[config.mk]
export PLATFORM = sky130hd
export DESIGN_NAME = exec_sequencer
export DESIGN_NICKNAME = d
export VERILOG_FILES = /design/src/rtl/exec_sequencer.sv
export SDC_FILE = /design/constraint.sdc
export NUM_CORES = 1
export LEC_CHECK = 0
export CAP_MARGIN = 20
export CORE_MARGIN = 10
export CORE_UTILIZATION = 25
export CTS_BUF_LIST = sky130_fd_sc_hd__clkbuf_4 sky130_fd_sc_hd__clkbuf_8
export CTS_CLUSTER_DIAMETER = 200
export DETAILED_ROUTE_END_ITERATION = 7
export REMOVE_ABC_BUFFERS = 1
export SLEW_MARGIN = 15
export SYNTH_ARGS = -nofsm -noshare
export SYNTH_HDL_FRONTEND = slang
export SYNTH_SLANG_ARGS = --single-unit
[constraint.sdc]
create_clock -name clk -period 2.1 [get_ports clk]
set_clock_uncertainty 0.2 [all_clocks]
set_input_delay 0.315 -clock clk [delete_from_list [all_inputs] [get_ports clk]]
set_output_delay 0.315 -clock clk [all_outputs]
set_load 0.02 [all_outputs]
[src/rtl/exec_sequencer.sv]
`default_nettype none
// ============================================================================
//  Module      : exec_sequencer
//  Description : Execute-stage controller. Accepts one decoded instruction at
//                a time from decode (valid/ready), holds execute_enable high
//                for the op's latency (1 cycle for base ops, MUL_LATENCY or
//                DIV_LATENCY for M-extension ops), then presents the result to
//                the memory stage (valid/ready). Registers jump redirects or
//                misaligned-target exceptions, and counts output stalls.
//
//  Ports       : clk, reset           - clock, synchronous active-high reset
//                in_valid/in_ready    - decode handshake
//                in_opcode/funct3/7   - fields used for latency selection
//                flush                - kill any in-flight op
//                execute_enable       - executor enable
//                ex_jump_signal/target- executor jump decision and target
//                out_valid/out_ready  - memory-stage handshake
//                redirect_valid/pc    - one-cycle fetch redirect
//                misaligned_exc       - one-cycle misaligned-target pulse
//                stall_cycles         - saturating back-pressure counter
//
//  Revision    : 1.0 - initial release
// ============================================================================
module exec_sequencer #(
    parameter int MUL_LATENCY = 3,
    parameter int DIV_LATENCY = 33,
    parameter int CNT_W       = 6
) (
    input  logic        clk,
    input  logic        reset,
    input  logic        in_valid,
    input  logic [6:0]  in_opcode,
    input  logic [2:0]  in_funct3,
    input  logic [6:0]  in_funct7,
    output logic        in_ready,
    input  logic        flush,
    output logic        execute_enable,
    input  logic        ex_jump_signal,
    input  logic [63:0] ex_target,
    output logic        out_valid,
    input  logic        out_ready,
    output logic        redirect_valid,
    output logic [63:0] redirect_pc,
    output logic        misaligned_exc,
    output logic [31:0] stall_cycles
);

    typedef enum logic [1:0] {
        ST_IDLE = 2'd0,
        ST_BUSY = 2'd1,
        ST_DONE = 2'd2
    } state_t;

    // Counter reload values are latency minus one: the counter reaching zero
    // marks the final execute cycle.
    localparam logic [CNT_W-1:0] c_mul_m1 = CNT_W'(MUL_LATENCY - 1);
    localparam logic [CNT_W-1:0] c_div_m1 = CNT_W'(DIV_LATENCY - 1);
    localparam logic [CNT_W-1:0] c_one    = CNT_W'(1);

    state_t             r_state;
    state_t             w_next;
    logic [CNT_W-1:0]   r_cnt;
    logic               r_redirect_valid;
    logic [63:0]        r_redirect_pc;
    logic               r_misaligned;
    logic [31:0]        r_stall;

    logic               w_in_ready;
    logic               w_accept;
    logic               w_is_mext;
    logic [CNT_W-1:0]   w_lat_m1;
    logic               w_last_busy;
    logic               w_unused_funct3;

    // Only funct3[2] distinguishes MUL-class from DIV-class ops.
    assign w_unused_funct3 = &{1'b0, in_funct3[1:0]};

    // in_ready is a pure function of state and out_ready; flush only blocks
    // the acceptance itself so the handshake stays free of the kill path.
    assign w_in_ready = !reset &&
                        ((r_state == ST_IDLE) ||
                         ((r_state == ST_DONE) && out_ready));
    assign w_accept   = in_valid && w_in_ready && !flush;

    assign w_is_mext  = ((in_opcode == 7'b0110011) || (in_opcode == 7'b0111011)) &&
                        (in_funct7 == 7'b0000001);
    assign w_lat_m1   = !w_is_mext   ? '0       :
                        in_funct3[2] ? c_div_m1 : c_mul_m1;

    assign w_last_busy = (r_state == ST_BUSY) && (r_cnt == '0);

    // ------------------------------------------------------------------
    // Next-state logic
    // ------------------------------------------------------------------
    always_comb begin
        w_next = r_state;
        if (flush) begin
            w_next = ST_IDLE;
        end else begin
            case (r_state)
                ST_IDLE: begin
                    if (w_accept) begin
                        w_next = ST_BUSY;
                    end
                end
                ST_BUSY: begin
                    if (r_cnt == '0) begin
                        w_next = ST_DONE;
                    end
                end
                ST_DONE: begin
                    if (out_ready) begin
                        w_next = w_accept ? ST_BUSY : ST_IDLE;
                    end
                end
                default: w_next = ST_IDLE;
            endcase
        end
    end

    // ------------------------------------------------------------------
    // State register and datapath
    // ------------------------------------------------------------------
    always_ff @(posedge clk) begin
        if (reset) begin
            r_state          <= ST_IDLE;
            r_cnt            <= '0;
            r_redirect_valid <= 1'b0;
            r_redirect_pc    <= 64'd0;
            r_misaligned     <= 1'b0;
            r_stall          <= 32'd0;
        end else begin
            r_state          <= w_next;
            r_redirect_valid <= 1'b0;
            r_misaligned     <= 1'b0;

            if (w_accept) begin
                r_cnt <= w_lat_m1;
            end else if ((r_state == ST_BUSY) && (r_cnt != '0) && !flush) begin
                r_cnt <= r_cnt - c_one;
            end

            // Jump decision is only meaningful on the last execute cycle;
            // the resulting pulse lines up with the first DONE cycle.
            if (w_last_busy && !flush && ex_jump_signal) begin
                if (ex_target[1:0] == 2'b00) begin
                    r_redirect_valid <= 1'b1;
                    r_redirect_pc    <= ex_target;
                end else begin
                    r_misaligned     <= 1'b1;
                end
            end

            if ((r_state == ST_DONE) && !out_ready && (r_stall != 32'hFFFF_FFFF)) begin
                r_stall <= r_stall + 32'd1;
            end
        end
    end

    assign in_ready       = w_in_ready;
    assign execute_enable = (r_state == ST_BUSY);
    assign out_valid      = (r_state == ST_DONE);
    assign redirect_valid = r_redirect_valid;
    assign redirect_pc    = r_redirect_pc;
    assign misaligned_exc = r_misaligned;
    assign stall_cycles   = r_stall;

endmodule
`default_nettype wire

==> results.yml <==
timing:
  drv_slew: 0
  fin_crit_ns: 2.12
  rsz0062_at_grt: "yes"
  setup-violations-final: 2
  max-slew-margin-rel_pct: 67.5
  hold_ws_ns: 0.230
  fin_ws_ns: -0.0241
  max_freq_ghz: 0.471
  hold_viol: 0
  tns_ns: -0.0406
  fin_crit_sh_pct: 101
  worst_pin_slew_ns: 0.487
floorplanning:
  coreArea_mm2: 0.0172
  dieArea_mm2: 0.0231
  io_pins: 188
  die_h_um: 152
  fp.dieW_um: 152
  initial_core_util_pct: 25.3
  rows: 48
yosys:
  yosys_register_bits: 106
  yosysTopAreaCell: "dfxtp_1"
  synthCells: 536
  synthTopCellsByCount: "145 x nand2_1, 106 x dfxtp_1, 82 x a21oi_1"
  yosys_warnings: 0
  synth_ff_type: "dfxtp_1"
  synthTopCellsByArea: "dfxtp_1 49%, nand2_1 13%, a21oi_1 9.4%"
  syn_avg_cell_area_um2: 8.12
  yosysMostFrequentCell: "nand2_1"
  ys_async_sr_fraction_pct: 0
  synth-seq-area-share_pct: 48.7
  syn_area_mm2: 0.00435
  synth.distinct_cells: 38
  synth_top_cell_area_share_pct: 48.7
  synth-edff-count: 0
critical_path:
  worst_setup_path_end_kind: "flop"
  slowest_delay_ns: 0.54
  critical_path_class: "flop to flop"
  rrSetupSlack_ns: -0.02
  reg2regPathDepth: 7
  cp_max_fo: 8
  rr_startpoint: "stall_cycles[0]"
  r2r-end: "stall_cycles[26]"
  cp-start-kind: "flop"
  cp.arrival_ns: 2.19
  crit_required_ns: 2.16
  worstPathCellList: "ha_4 -> nand4_1 -> or4_4 -> buf_12 -> nor4_4 -> xnor2_1 -> nor2_1"
  crit_slowest_cell: "or4_4"
global_route:
  antenna_found_initial: 0
  grt_max_degree: 107
  grt_pass1_vias: 4366
  grt_pass1_wl_um: 23600
  gr-total-overflow: 0
  groute.usage.overall_pct: 12.3
clock_network:
  cts.sinks: 106
  cts_tree: "yes"
  ctsRootBufferMaster: "clkbuf_8"
  insertion_delay_ns: 0.38
  cts_buffers: 9
  clkTransAtPathRegs_ns: 0.11
  h-tree-depth: 3
  cts_buffer_depth: 2
routing:
  drc: 0
  dr.pass1.iters: 4
  num_vias: 4522
  drtIter0Drc: 173
  wirelength_um: 15100
  wl_per_cell_um: 15.2
  viasPerCell: 4.56
  ant_nets: 0
pwr:
  ir_drop_v: 0.000360
  powerDensity_mw_per_mm2: 519
  leakage_uw: 0.00256
run_status:
  failed_checks: "negative setup slack"
  status: "finished, violations left"
finish:
  drive_gt1_share_pct: 14.1
  n_antenna_cell: 0
  nNetsFinal: 852
  stdcell_count: 992
  stdcell_area_mm2: 0.00729
  synthToLayoutAreaGrowth_pct: 67.3
  final_core_util_pct: 42.4
min_path:
  holdPathStages: 4
  hp-class: "input pin to flop"
  holdPathEnd: "r_state[1]"
  min-delay-start: "reset"
placed_design:
  dp.cells: 970
  placed_area_mm2: 0.00681
  gp_congestion: 0.770
  portBuffers: 184
  dpl.hpwl_um: 10700
job:
  cap_violations: 0
[state kept, by name, indices dropped and copies added (netlist names)]
| register | cells |
|---|---|
| misaligned_exc | 1 |
| r_cnt | 6 |
| redirect_pc | 64 |
| stall_cycles | 32 |
| redirect_valid | 1 |
| r_state | 2 |
[stage by stage]
step / setup slack, ns / total power (µW)
finish: -0.0241 / 3780
global placement: -0.374 / 2300
floorplan: -1.41 / 2080
detailed placement: -0.424 / 2300
global route: -0.122 / 3940
CTS: -0.00100 / 3860
[metal layers]
| metal | vias up | share of wire, % | wire length [µm] | GRT usage, % |
|---|---|---|---|---|
| met2 | 135 | 44 | 6670 | 18.6 |
| met3 | 12 | 7.2 | 1090 | 4.94 |
| met5 | - | 0 | 0 | 0 |
| li1 | 2289 | - | - | - |
| met1 | 2086 | 47 | 7140 | 15.7 |
| met4 | 0 | 1.1 | 168 | 3.35 |
[power breakdown]
part           leakage [µW]  total [µW]  switching, µW  internal, µW
combinational       0.00159         240           80.8           160
clock              0.000120        1530            733           792
sequential         0.000855        2010           2.36          2010
[area by class of cell]
| type | count | area, µm² |
|---|---|---|
| flip-flops and latches | 106 | 2130 |
| multi-input cells | 391 | 2220 |
| clock inverters | 7 | 116 |
| fillers | 1738 | 9890 |
| repair buffers | 248 | 2400 |
| clock buffers | 9 | 124 |
| well taps | 225 | 282 |
| inverters | 6 | 22.5 |
[timing repair]
item | 4_1_cts | 5_1_grt
gates cloned | 0 | 1
setup buffers | 1 | 3
hold buffers | 1 | 0
pin swaps | 4 | 17
hold endpoints to repair | 1 | 0
setup endpoints to repair | 22 | 91
resized for setup | 12 | 31
[worst max-delay path by stage]
stage	start	end	slack, ns	cells after the start
2_1_floorplan	stall_cycles[19]	stall_cycles[31]	-1.41	5
3_3_place_gp	out_ready	stall_cycles[25]	-0.37	6
3_5_place_dp	out_ready	stall_cycles[4]	-0.42	7
4_1_cts	stall_cycles[0]	stall_cycles[30]	-0.001	7
5_1_grt	stall_cycles[0]	stall_cycles[18]	-0.12	7
6_report	stall_cycles[0]	stall_cycles[26]	-0.02	7
[critical path: cells and delay by family, from the launching register on]
kind,cells,cell delay [ns]
and+or+nand+nor,4,0.96
DFF,1,0.38
buffers and inverters,1,0.18
adders and majority gates,1,0.14
xor gates and xnor gates,1,0.14
[kinds of logic after synthesis]
kind of cell	after synthesis	share of synthesized area, %
flip-flops	106	48.7
XOR/XNOR	14	2.82
AO/OA/AOI/OAI	106	13.2
AND/OR/NAND/NOR	264	29.5
buffers and inverters	39	3.82
adder cells (fa/ha/maj)	3	0.862
multiplexers	4	1.03
[cells in the final DEF, fill, tap and decap left out, types with 2 or more instances in the layout]
cell type	n
a21oi_1	81
and3_1	6
and4_1	2
buf_12	3
buf_4	56
buf_6	4
bufinv_16	3
clkbuf_8	9
clkdlybuf4s50_1	175
clkinv_2	2
dfxtp_1	103
dfxtp_2	3
dlygate4sd2_1	2
dlymetal6s2s_1	5
ha_1	2
inv_1	6
mux2_1	4
nand2_1	145
nand3_1	10
nand4_1	11
nor2_1	24
nor2b_1	7
nor3_1	15
nor3_4	2
nor3b_1	3
nor4_2	4
nor4_4	7
o21ai_1	9
o31a_1	2
o31ai_1	7
or3_1	10
or4_1	6
or4_4	3
xnor2_1	11
xor2_1	3
(Power assumes the default switching activity.)
